$ cat config.mk
export PLATFORM = sky130hd
export DESIGN_NAME = memory_stage_flat
export DESIGN_NICKNAME = d
export VERILOG_FILES = /design/src/rtl/memory_stage_pkg.sv /design/src/rtl/memory_stage_if.sv /design/src/rtl/memory_stage_load_store_align.sv /design/src/rtl/memory_stage.sv /design/src/flat_wrapper.sv
export SDC_FILE = /design/constraint.sdc
export NUM_CORES = 1
export LEC_CHECK = 0
export ABC_AREA = 1
export CAP_MARGIN = 5
export CORE_ASPECT_RATIO = 0.7
export CORE_MARGIN = 3
export CORE_UTILIZATION = 40
export DETAILED_ROUTE_END_ITERATION = 10
export GPL_TIMING_DRIVEN = 0
export PLACE_DENSITY = 0.78
export SYNTH_ARGS = -nofsm -noshare
export SYNTH_HDL_FRONTEND = slang
export SYNTH_HIERARCHICAL = 1
export SYNTH_SLANG_ARGS = --single-unit
$ cat constraint.sdc
create_clock -name clk -period 24.2 [get_ports clk]
set_clock_uncertainty 0.2 [all_clocks]
set_input_delay 3.63 -clock clk [delete_from_list [all_inputs] [get_ports clk]]
set_output_delay 3.63 -clock clk [all_outputs]
set_load 0.01 [all_outputs]
$ cat src/rtl/memory_stage_pkg.sv
// Shared constants for the memory stage: opcodes, access width codes, bubble instruction, FSM states.
package memory_stage_pkg;

    localparam logic [6:0]  OP_LCC       = 7'b0000011;
    localparam logic [6:0]  OP_SCC       = 7'b0100011;

    localparam logic [1:0]  W_BYTE       = 2'b00;
    localparam logic [1:0]  W_HALF       = 2'b01;
    localparam logic [1:0]  W_WORD       = 2'b10;

    localparam logic [31:0] NOP_INST_DEF = 32'h0000_0013;

    typedef enum logic {
        ST_IDLE = 1'b0,
        ST_WAIT = 1'b1
    } mem_state_t;

endpackage

$ cat src/rtl/memory_stage_if.sv
// Data-memory request/ready bus between the memory stage (master) and data memory (slave).
interface memory_stage_if;

    logic        req;
    logic        we;
    logic [31:0] addr;
    logic [3:0]  be;
    logic [31:0] wdata;
    logic [31:0] rdata;
    logic        ready;

    modport master (output req, we, addr, be, wdata, input rdata, ready);
    modport slave  (input req, we, addr, be, wdata, output rdata, ready);

endinterface

$ cat src/rtl/memory_stage_load_store_align.sv
// Combinational byte-lane logic: store enables/replication, load lane extraction/extension, misalign detect.
module load_store_align
    import memory_stage_pkg::*;
(
    input  logic        is_mem,
    input  logic [2:0]  funct3,
    input  logic [1:0]  addr_lo,
    input  logic [31:0] rs2,
    input  logic [31:0] rdata,
    output logic [3:0]  be,
    output logic [31:0] wdata,
    output logic [31:0] load_data,
    output logic        misalign
);

    logic [7:0]  byte_sel;
    logic [15:0] half_sel;

    always_comb begin
        misalign = is_mem && ((funct3[1:0] == W_HALF && addr_lo[0]) ||
                              (funct3[1:0] == W_WORD && addr_lo != 2'b00));

        case (funct3[1:0])
            W_BYTE: begin
                be    = 4'b0001 << addr_lo;
                wdata = {4{rs2[7:0]}};
            end
            W_HALF: begin
                be    = addr_lo[1] ? 4'b1100 : 4'b0011;
                wdata = {2{rs2[15:0]}};
            end
            default: begin
                be    = 4'b1111;
                wdata = rs2;
            end
        endcase

        // Halfword loads are only ever used aligned, so the upper/lower half is picked by addr_lo[1].
        byte_sel = rdata[{addr_lo, 3'b000} +: 8];
        half_sel = addr_lo[1] ? rdata[31:16] : rdata[15:0];

        case (funct3)
            3'b000:  load_data = {{24{byte_sel[7]}}, byte_sel};
            3'b001:  load_data = {{16{half_sel[15]}}, half_sel};
            3'b100:  load_data = {24'h0, byte_sel};
            3'b101:  load_data = {16'h0, half_sel};
            default: load_data = rdata;
        endcase
    end

endmodule

$ cat src/rtl/memory_stage.sv
// Memory pipeline stage: X/M register, data-memory handshake FSM with timeout, M/W register and bypass taps.
module memory_stage
    import memory_stage_pkg::*;
#(
    parameter int          WAIT_TIMEOUT = 255,
    parameter logic [31:0] NOP_INST     = NOP_INST_DEF
) (
    input  logic                 clk,
    input  logic                 rst,
    input  logic [31:0]          PC_x,
    input  logic [31:0]          inst_x,
    input  logic [31:0]          alu_x,
    input  logic [31:0]          rs2_x,
    memory_stage_if.master       dmem,
    output logic                 stall_m,
    output logic                 misalign_m,
    output logic [31:0]          alu_m,
    output logic [31:0]          PC_w,
    output logic [31:0]          inst_w,
    output logic [31:0]          alu_w,
    output logic [31:0]          load_w,
    output logic [31:0]          wb_data_w,
    output logic                 bus_err_w
);

    localparam logic [7:0] TIMEOUT_LAST = 8'(WAIT_TIMEOUT - 1);

    logic [31:0] PC_m, inst_m, rs2_m;
    logic        is_load_m, is_store_m, mem_op, timeout_abort;
    logic [3:0]  st_be;
    logic [31:0] st_wdata, ld_data;
    mem_state_t  state, state_n;
    logic [7:0]  wait_cnt, wait_cnt_n;

    assign is_load_m  = inst_m[6:0] == OP_LCC;
    assign is_store_m = inst_m[6:0] == OP_SCC;
    assign mem_op     = (is_load_m || is_store_m) && !misalign_m;

    // X/M register
    always_ff @(posedge clk or posedge rst) begin
        if (rst) begin
            PC_m   <= '0;
            inst_m <= NOP_INST;
            alu_m  <= '0;
            rs2_m  <= '0;
        end else if (!stall_m) begin
            PC_m   <= PC_x;
            inst_m <= inst_x;
            alu_m  <= alu_x;
            rs2_m  <= rs2_x;
        end
    end

    load_store_align u_align (
        .is_mem    (is_load_m || is_store_m),
        .funct3    (inst_m[14:12]),
        .addr_lo   (alu_m[1:0]),
        .rs2       (rs2_m),
        .rdata     (dmem.rdata),
        .be        (st_be),
        .wdata     (st_wdata),
        .load_data (ld_data),
        .misalign  (misalign_m)
    );

    always_ff @(posedge clk or posedge rst) begin
        if (rst) begin
            state    <= ST_IDLE;
            wait_cnt <= '0;
        end else begin
            state    <= state_n;
            wait_cnt <= wait_cnt_n;
        end
    end

    // wait_cnt counts request cycles already spent without ready, including the first IDLE one.
    always_comb begin
        state_n    = state;
        wait_cnt_n = wait_cnt;
        case (state)
            ST_IDLE: begin
                if (mem_op && !dmem.ready) begin
                    state_n    = ST_WAIT;
                    wait_cnt_n = 8'd1;
                end
            end
            ST_WAIT: begin
                if (dmem.ready || wait_cnt == TIMEOUT_LAST) begin
                    state_n    = ST_IDLE;
                    wait_cnt_n = '0;
                end else begin
                    wait_cnt_n = wait_cnt + 8'd1;
                end
            end
            default: begin
                state_n    = ST_IDLE;
                wait_cnt_n = '0;
            end
        endcase
    end

    // Request and stall are gated by rst so an in-flight access is dropped the instant reset asserts.
    always_comb begin
        timeout_abort = (state == ST_WAIT) && !dmem.ready && (wait_cnt == TIMEOUT_LAST);
        dmem.req      = mem_op && !rst;
        dmem.we       = is_store_m;
        dmem.addr     = {alu_m[31:2], 2'b00};
        dmem.be       = is_store_m ? st_be : 4'b1111;
        dmem.wdata    = st_wdata;
        stall_m       = mem_op && !dmem.ready && !timeout_abort && !rst;
    end

    // M/W register
    always_ff @(posedge clk or posedge rst) begin
        if (rst) begin
            PC_w      <= '0;
            inst_w    <= NOP_INST;
            alu_w     <= '0;
            load_w    <= '0;
            bus_err_w <= 1'b0;
        end else if (stall_m || misalign_m) begin
            PC_w      <= '0;
            inst_w    <= NOP_INST;
            alu_w     <= '0;
            load_w    <= '0;
            bus_err_w <= 1'b0;
        end else begin
            PC_w      <= PC_m;
            inst_w    <= inst_m;
            alu_w     <= alu_m;
            load_w    <= (is_load_m && dmem.ready) ? ld_data : '0;
            bus_err_w <= timeout_abort;
        end
    end

    assign wb_data_w = (inst_w[6:0] == OP_LCC) ? load_w : alu_w;

endmodule
$ cat src/flat_wrapper.sv
// flat-port wrapper written by rule: the top's interface ports become plain ports
module memory_stage_flat import memory_stage_pkg::*;
#(
    parameter int          WAIT_TIMEOUT = 255,
    parameter logic [31:0] NOP_INST     = NOP_INST_DEF
)
  (clk, rst, PC_x, inst_x, alu_x, rs2_x, stall_m, misalign_m, alu_m, PC_w, inst_w, alu_w, load_w, wb_data_w, bus_err_w, dmem_req, dmem_we, dmem_addr, dmem_be, dmem_wdata, dmem_rdata, dmem_ready);
  memory_stage_if dmem_i ();
  input  logic clk;
  input  logic rst;
  input  logic [31:0] PC_x;
  input  logic [31:0] inst_x;
  input  logic [31:0] alu_x;
  input  logic [31:0] rs2_x;
  output logic stall_m;
  output logic misalign_m;
  output logic [31:0] alu_m;
  output logic [31:0] PC_w;
  output logic [31:0] inst_w;
  output logic [31:0] alu_w;
  output logic [31:0] load_w;
  output logic [31:0] wb_data_w;
  output logic bus_err_w;
  output wire logic [$bits(dmem_i.req)-1:0] dmem_req;
  output wire logic [$bits(dmem_i.we)-1:0] dmem_we;
  output wire logic [$bits(dmem_i.addr)-1:0] dmem_addr;
  output wire logic [$bits(dmem_i.be)-1:0] dmem_be;
  output wire logic [$bits(dmem_i.wdata)-1:0] dmem_wdata;
  input wire logic [$bits(dmem_i.rdata)-1:0] dmem_rdata;
  input wire logic [$bits(dmem_i.ready)-1:0] dmem_ready;
  assign dmem_req = dmem_i.req;
  assign dmem_we = dmem_i.we;
  assign dmem_addr = dmem_i.addr;
  assign dmem_be = dmem_i.be;
  assign dmem_wdata = dmem_i.wdata;
  assign dmem_i.rdata = dmem_rdata;
  assign dmem_i.ready = dmem_ready;
  memory_stage #(.WAIT_TIMEOUT(WAIT_TIMEOUT), .NOP_INST(NOP_INST)) u_core (.clk(clk), .rst(rst), .PC_x(PC_x), .inst_x(inst_x), .alu_x(alu_x), .rs2_x(rs2_x), .dmem(dmem_i), .stall_m(stall_m), .misalign_m(misalign_m), .alu_m(alu_m), .PC_w(PC_w), .inst_w(inst_w), .alu_w(alu_w), .load_w(load_w), .wb_data_w(wb_data_w), .bus_err_w(bus_err_w));
endmodule
# == Word level (Yosys, flattened, before mapping) ==
# Index checks and enable logic that the tools add are counted.
# classes
reduce_logical,22
n_eq_ne,10
n_mux,19
shifts,2
addsub,1
bitwise,1
# op_table
operator,n
$mux 32,6
$pmux 32 s4,1
$pmux 32 s2,1
$shiftx 32x6->8,1
$mux 16,1
$mux 8,2
$pmux 8 s2,1
$eq 7x2->1 const B,2
$logic_and 1x1->1,11
$add 8x1->8 const B,1
$eq 8x8->1 const B,1
$mux 4,2
$pmux 4 s2,1
$eq 7x6->1 const B,1
$eq 3x3->1 const B,2
$logic_not 1->1,4
$logic_or 1x1->1,4
$shl 1x2->4 const A,1
$eq 3x1->1 const B,1
$logic_not 3->1,1
$mux 1,3
$eq 2x1->1 const B,1
$eq 2x2->1 const B,1
$logic_not 2->1,1
4 further kinds,4
# totals
ff_bits,266
out_inout_bits,265
word_cells,66

# == Logic depth before layout (Yosys ltp) ==
# depth
ltp_word,11
depth_mapped,15
ltp_nobuf,12

# == Cells and area by module ==
# The synthesis kept the hierarchy.
# modules_own_cells
mod,cells_each,instances,area_each_um2
memory_stage,1211,1,10998.0
load_store_align,241,1,1159.9

# == Worst setup path after synthesis ==
# Ideal clock, no wire load.
# synth_path
kind,input -> register
start,input rst
end,register u_core.PC_w[16]
path_slack_ns,13.827
stages,6
setup_time_ns,0.136
required_ns,23.864
t_arrival_ns,10.037
path_cell_list,inv_1 -> nand2_1 -> nor2_1 -> buf_6 -> buf_2 -> nor3_1
# synth_between
elab_chain_cells,4
# synth_rtl
element,line,text
from (decl),flat_wrapper.sv:10,input logic rst;
$logic_not 1->1 (no line),--,
$logic_and 1x1->1,memory_stage.sv:110,stall_m = mem_op && !dmem.ready && !timeout_abort && !rst;
$logic_or 1x1->1,memory_stage.sv:121,end else if (stall_m || misalign_m) begin
$mux 32,memory_stage.sv:121,
to (signal assigned),memory_stage.sv:128,PC_w <= PC_m;
to (decl),memory_stage.sv:18,"output logic [31:0] PC_w,"
# No other way between the ends.
# A chain may end at the register's enable or synchronous reset.

# == Final worst setup path ==
# layout_path
start,input dmem_ready
end,output stall_m
# layout_between
elab_chain_cells,6
word_cells_on_any_way,7
cone_classes,reduce/logical: 7
# layout_rtl
element,line,text
from (decl),flat_wrapper.sv:30,input wire logic [$bits(dmem_i.ready)-1:0] dmem_ready;
$logic_not 1->1 *,"memory_stage.sv:104, memory_stage.sv:110",
$logic_and 1x1->1 (2 in series),memory_stage.sv:104,timeout_abort = (state == ST_WAIT) && !dmem.ready && (wait_cnt == TIMEOUT_LAST);
$logic_not 1->1,memory_stage.sv:110,
$logic_and 1x1->1 * (2 in series),memory_stage.sv:110,
to (decl),flat_wrapper.sv:15,output logic stall_m;
# Every way passes the cells marked *; elsewhere a longest branch is shown, timed or not.

==> metrics.yaml <==
critical_path:
  worstPathArrival_ns: 5.73
  cp.required_ns: 20.37
  crit_fanout: 10
  start_kind: "input port"
  cp-end-kind: "primary output"
  cp-endpoint: "stall_m"
  reg2reg_slack_ns: 20.91
  reg2reg_depth: 11
  worstReg2RegStart: "u_core/alu_m[1]"
  rr_endpoint: "u_core/load_w[0]"
  critPathKind: "in -> out"
  cp-startpoint: "dmem_ready"
grt:
  grt_max_degree: 118
  grt_pass1_vias: 11873
  overflow: 0
  grt_usage: 0.279
  grt_pass1_wl_mm: 71.0
  antenna_found_initial: 2
finish:
  stdcell_count: 2335
  fin_nets: 2074
  regArea_um2: 6660
  finalCoreUtilization: 0.611
  syn_to_final_growth_pct: 47.8
  multi_input_area_um2: 4190
  fillers: 2540
  drive_gt1_frac: 0.104
sta:
  fmax_mhz: 105
  fin_crit_sh: 0.395
  rsz0062_at_grt: "false"
  final_hold_viol_count: 0
  fin_crit_ns: 9.56
  tightest_slew_ns: 0.907
  setup_viol: 0
  slew_viol_final: 0
  max-slew-margin-rel: 0.391
  setup_tns_ns: 0
  holdWs_ns: 0.291
routing:
  drc: 0
  wl_per_cell_um: 19.9
  totalWireLength_mm: 46.4
  viasPerCell: 5.14
  ant_nets: 0
  drtPass1Iterations: 6
  initialDrtViolationCount: 1253
  vias: 11997
synthesis:
  ys_types: 31
  synth_largest_area_cell: "dfrtp_1"
  syn_inst: 1452
  yosysWarnings: 6
  synthTopCellsByCount: "nand2_1, dfrtp_1, nand3_1"
  synth-seq-area-share: 0.548
  synthFlopType: "dfrtp_1"
  yosysMostFrequentCell: "nand2_1"
  syn_area_um2: 12200
  ys_seq_elements: 266
  synth.area.top_cells: "dfrtp_1, nand2_1, nand3_1, nor3_1, inv_1"
  synth_edf_count: 0
  synth_top_area_share: 0.535
  postSynthAreaPerCell_um2: 8.37
  async_flop_share: 1.00
power_and_ir_drop:
  p_int_uw: 828
  power_frac_seq: 0.439
  combPwrFrac: 0.146
  vdd_drop_max_v: 0.0000445
  power.total_mw: 1.10
  cellPowerDensity_nw_per_um2: 61.4
  p_clk_frac: 0.415
  leakage_nw: 8.73
  switching_share: 0.249
  power_switching_uw: 275
cts:
  cts_max_path_buffers: 3
  cts.sinks: 266
  cts_setup_buffers: 0
  cts_tree: "yes"
  clk_latency_ns: 0.55
  path_clk_slew_ns: 0.07
  cts_resized: 0
  htreeDepth: 1
  cts_hold_buffers: 0
  cts_made_buffers: 27
  cts_root_buffer: "clkbuf_16"
die:
  ios: 428
  start_util: 0.413
  rows: 52
  coreArea_um2: 29400
  die_w_um: 214
  die_h_um: 152
  dieArea_um2: 32600
status:
  status: "finished clean"
placed_design:
  port-buffer-count: 425
  gp_congestion: 0.934
  place_hpwl_mm: 35.8
  post-place-cells: 2285
job:
  cap_violations: 0
min_path:
  hold_path_class: "reg -> reg"
==> routing by layer <==
metal	vias up	share of wire	track usage
met5	-	0.00043	0
li1	5522	-	-
met1	5816	0.42	0.371
met4	2	0.032	0.0861
met3	88	0.095	0.0757
met2	569	0.45	0.448
==> per-stage QoR <==
step	setup WS, ns	area (um2)
floorplan	13.04	12200
global placement	9.71	16900
detailed placement	14.67	17000
CTS	14.64	18000
global route	14.55	18000
finish	14.64	18000
==> power by group through the flow <==
stage          Sequential [mW]  Clock [mW]  Combinational, mW
2_1_floorplan            0.492           0             0.0621
3_3_place_gp             0.491           0              0.158
3_5_place_dp             0.491           0              0.161
4_1_cts                  0.483       0.465              0.162
5_1_grt                  0.486       0.483              0.175
6_report                 0.483       0.458              0.161
==> cell usage in the layout, fill, tap and decap left out, types with 6 or more instances in the layout <==
cell,count
nor3_1,128
inv_1,128
clkbuf_8,6
inv_2,6
nor2_1,27
o211ai_1,6
clkbuf_1,33
buf_2,48
nand4_1,36
clkbuf_16,27
nand2_2,13
nand2_1,455
dfrtp_1,260
dfstp_2,6
clkdlybuf4s50_1,425
o21ai_0,15
buf_4,44
buf_1,8
nand3_1,182
nand3_2,12
buf_6,6
a21oi_1,14
==> cell type report <==
class / count / area share
Antenna cell: 1 / 0.000139
Clock buffer: 35 / 0.0426
Inverter: 135 / 0.0286
Clock inverter: 14 / 0.0119
Buffer: 138 / 0.0445
Tap cell: 405 / 0.0282
Timing Repair Buffer: 427 / 0.240
Sequential cell: 266 / 0.371
Multi-Input combinational cell: 914 / 0.233
==> kinds of logic after synthesis <==
| kind of cell | count (synthesis) | share of synthesized area |
|---|---|---|
| adder cells (fa/ha/maj) | 2 | 0.00206 |
| AND/OR/NAND/NOR | 871 | 0.324 |
| flip-flops | 266 | 0.548 |
| buffers and inverters | 273 | 0.107 |
| AO/OA/AOI/OAI | 39 | 0.0183 |
| other | 1 | 0.000308 |
==> worst min-delay path by stage <==
stage                       from                end  slack, ns  cells past startpoint
3_3_place_gp     u_core/PC_m[30]    u_core/PC_w[30]       0.28                      2
6_report       u_core/inst_m[29]  u_core/inst_w[29]       0.29                      2
4_1_cts        u_core/inst_m[29]  u_core/inst_w[29]       0.29                      2
3_5_place_dp      u_core/PC_m[8]     u_core/PC_w[8]       0.29                      2
5_1_grt         u_core/inst_m[7]   u_core/inst_w[7]       0.32                      2
2_1_floorplan   u_core/rs2_m[10]   u_core/rs2_m[10]       0.28                      2
==> worst max-delay path: stages <==
cell	delay, ns
clkdlybuf4s50_1	0.54
inv_1	0.22
nand2_2	0.09
inv_2	0.18
nand2_4	0.14
buf_2	0.27
inv_1	0.09
clkdlybuf4s50_1	0.57
==> registers in the layout, summed over array words and instances, names as in the netlist <==
signal and flops:
u_core/wait_cnt 8, u_core/state 1, u_core/rs2_m 32, u_core/inst_m 32, u_core/PC_m 32, u_core/inst_w 32, u_core/PC_w 32, u_core/load_w 32
u_core/alu_m 32, u_core/alu_w 32, u_core/bus_err_w 1
Power figures use the tool's default switching activity.
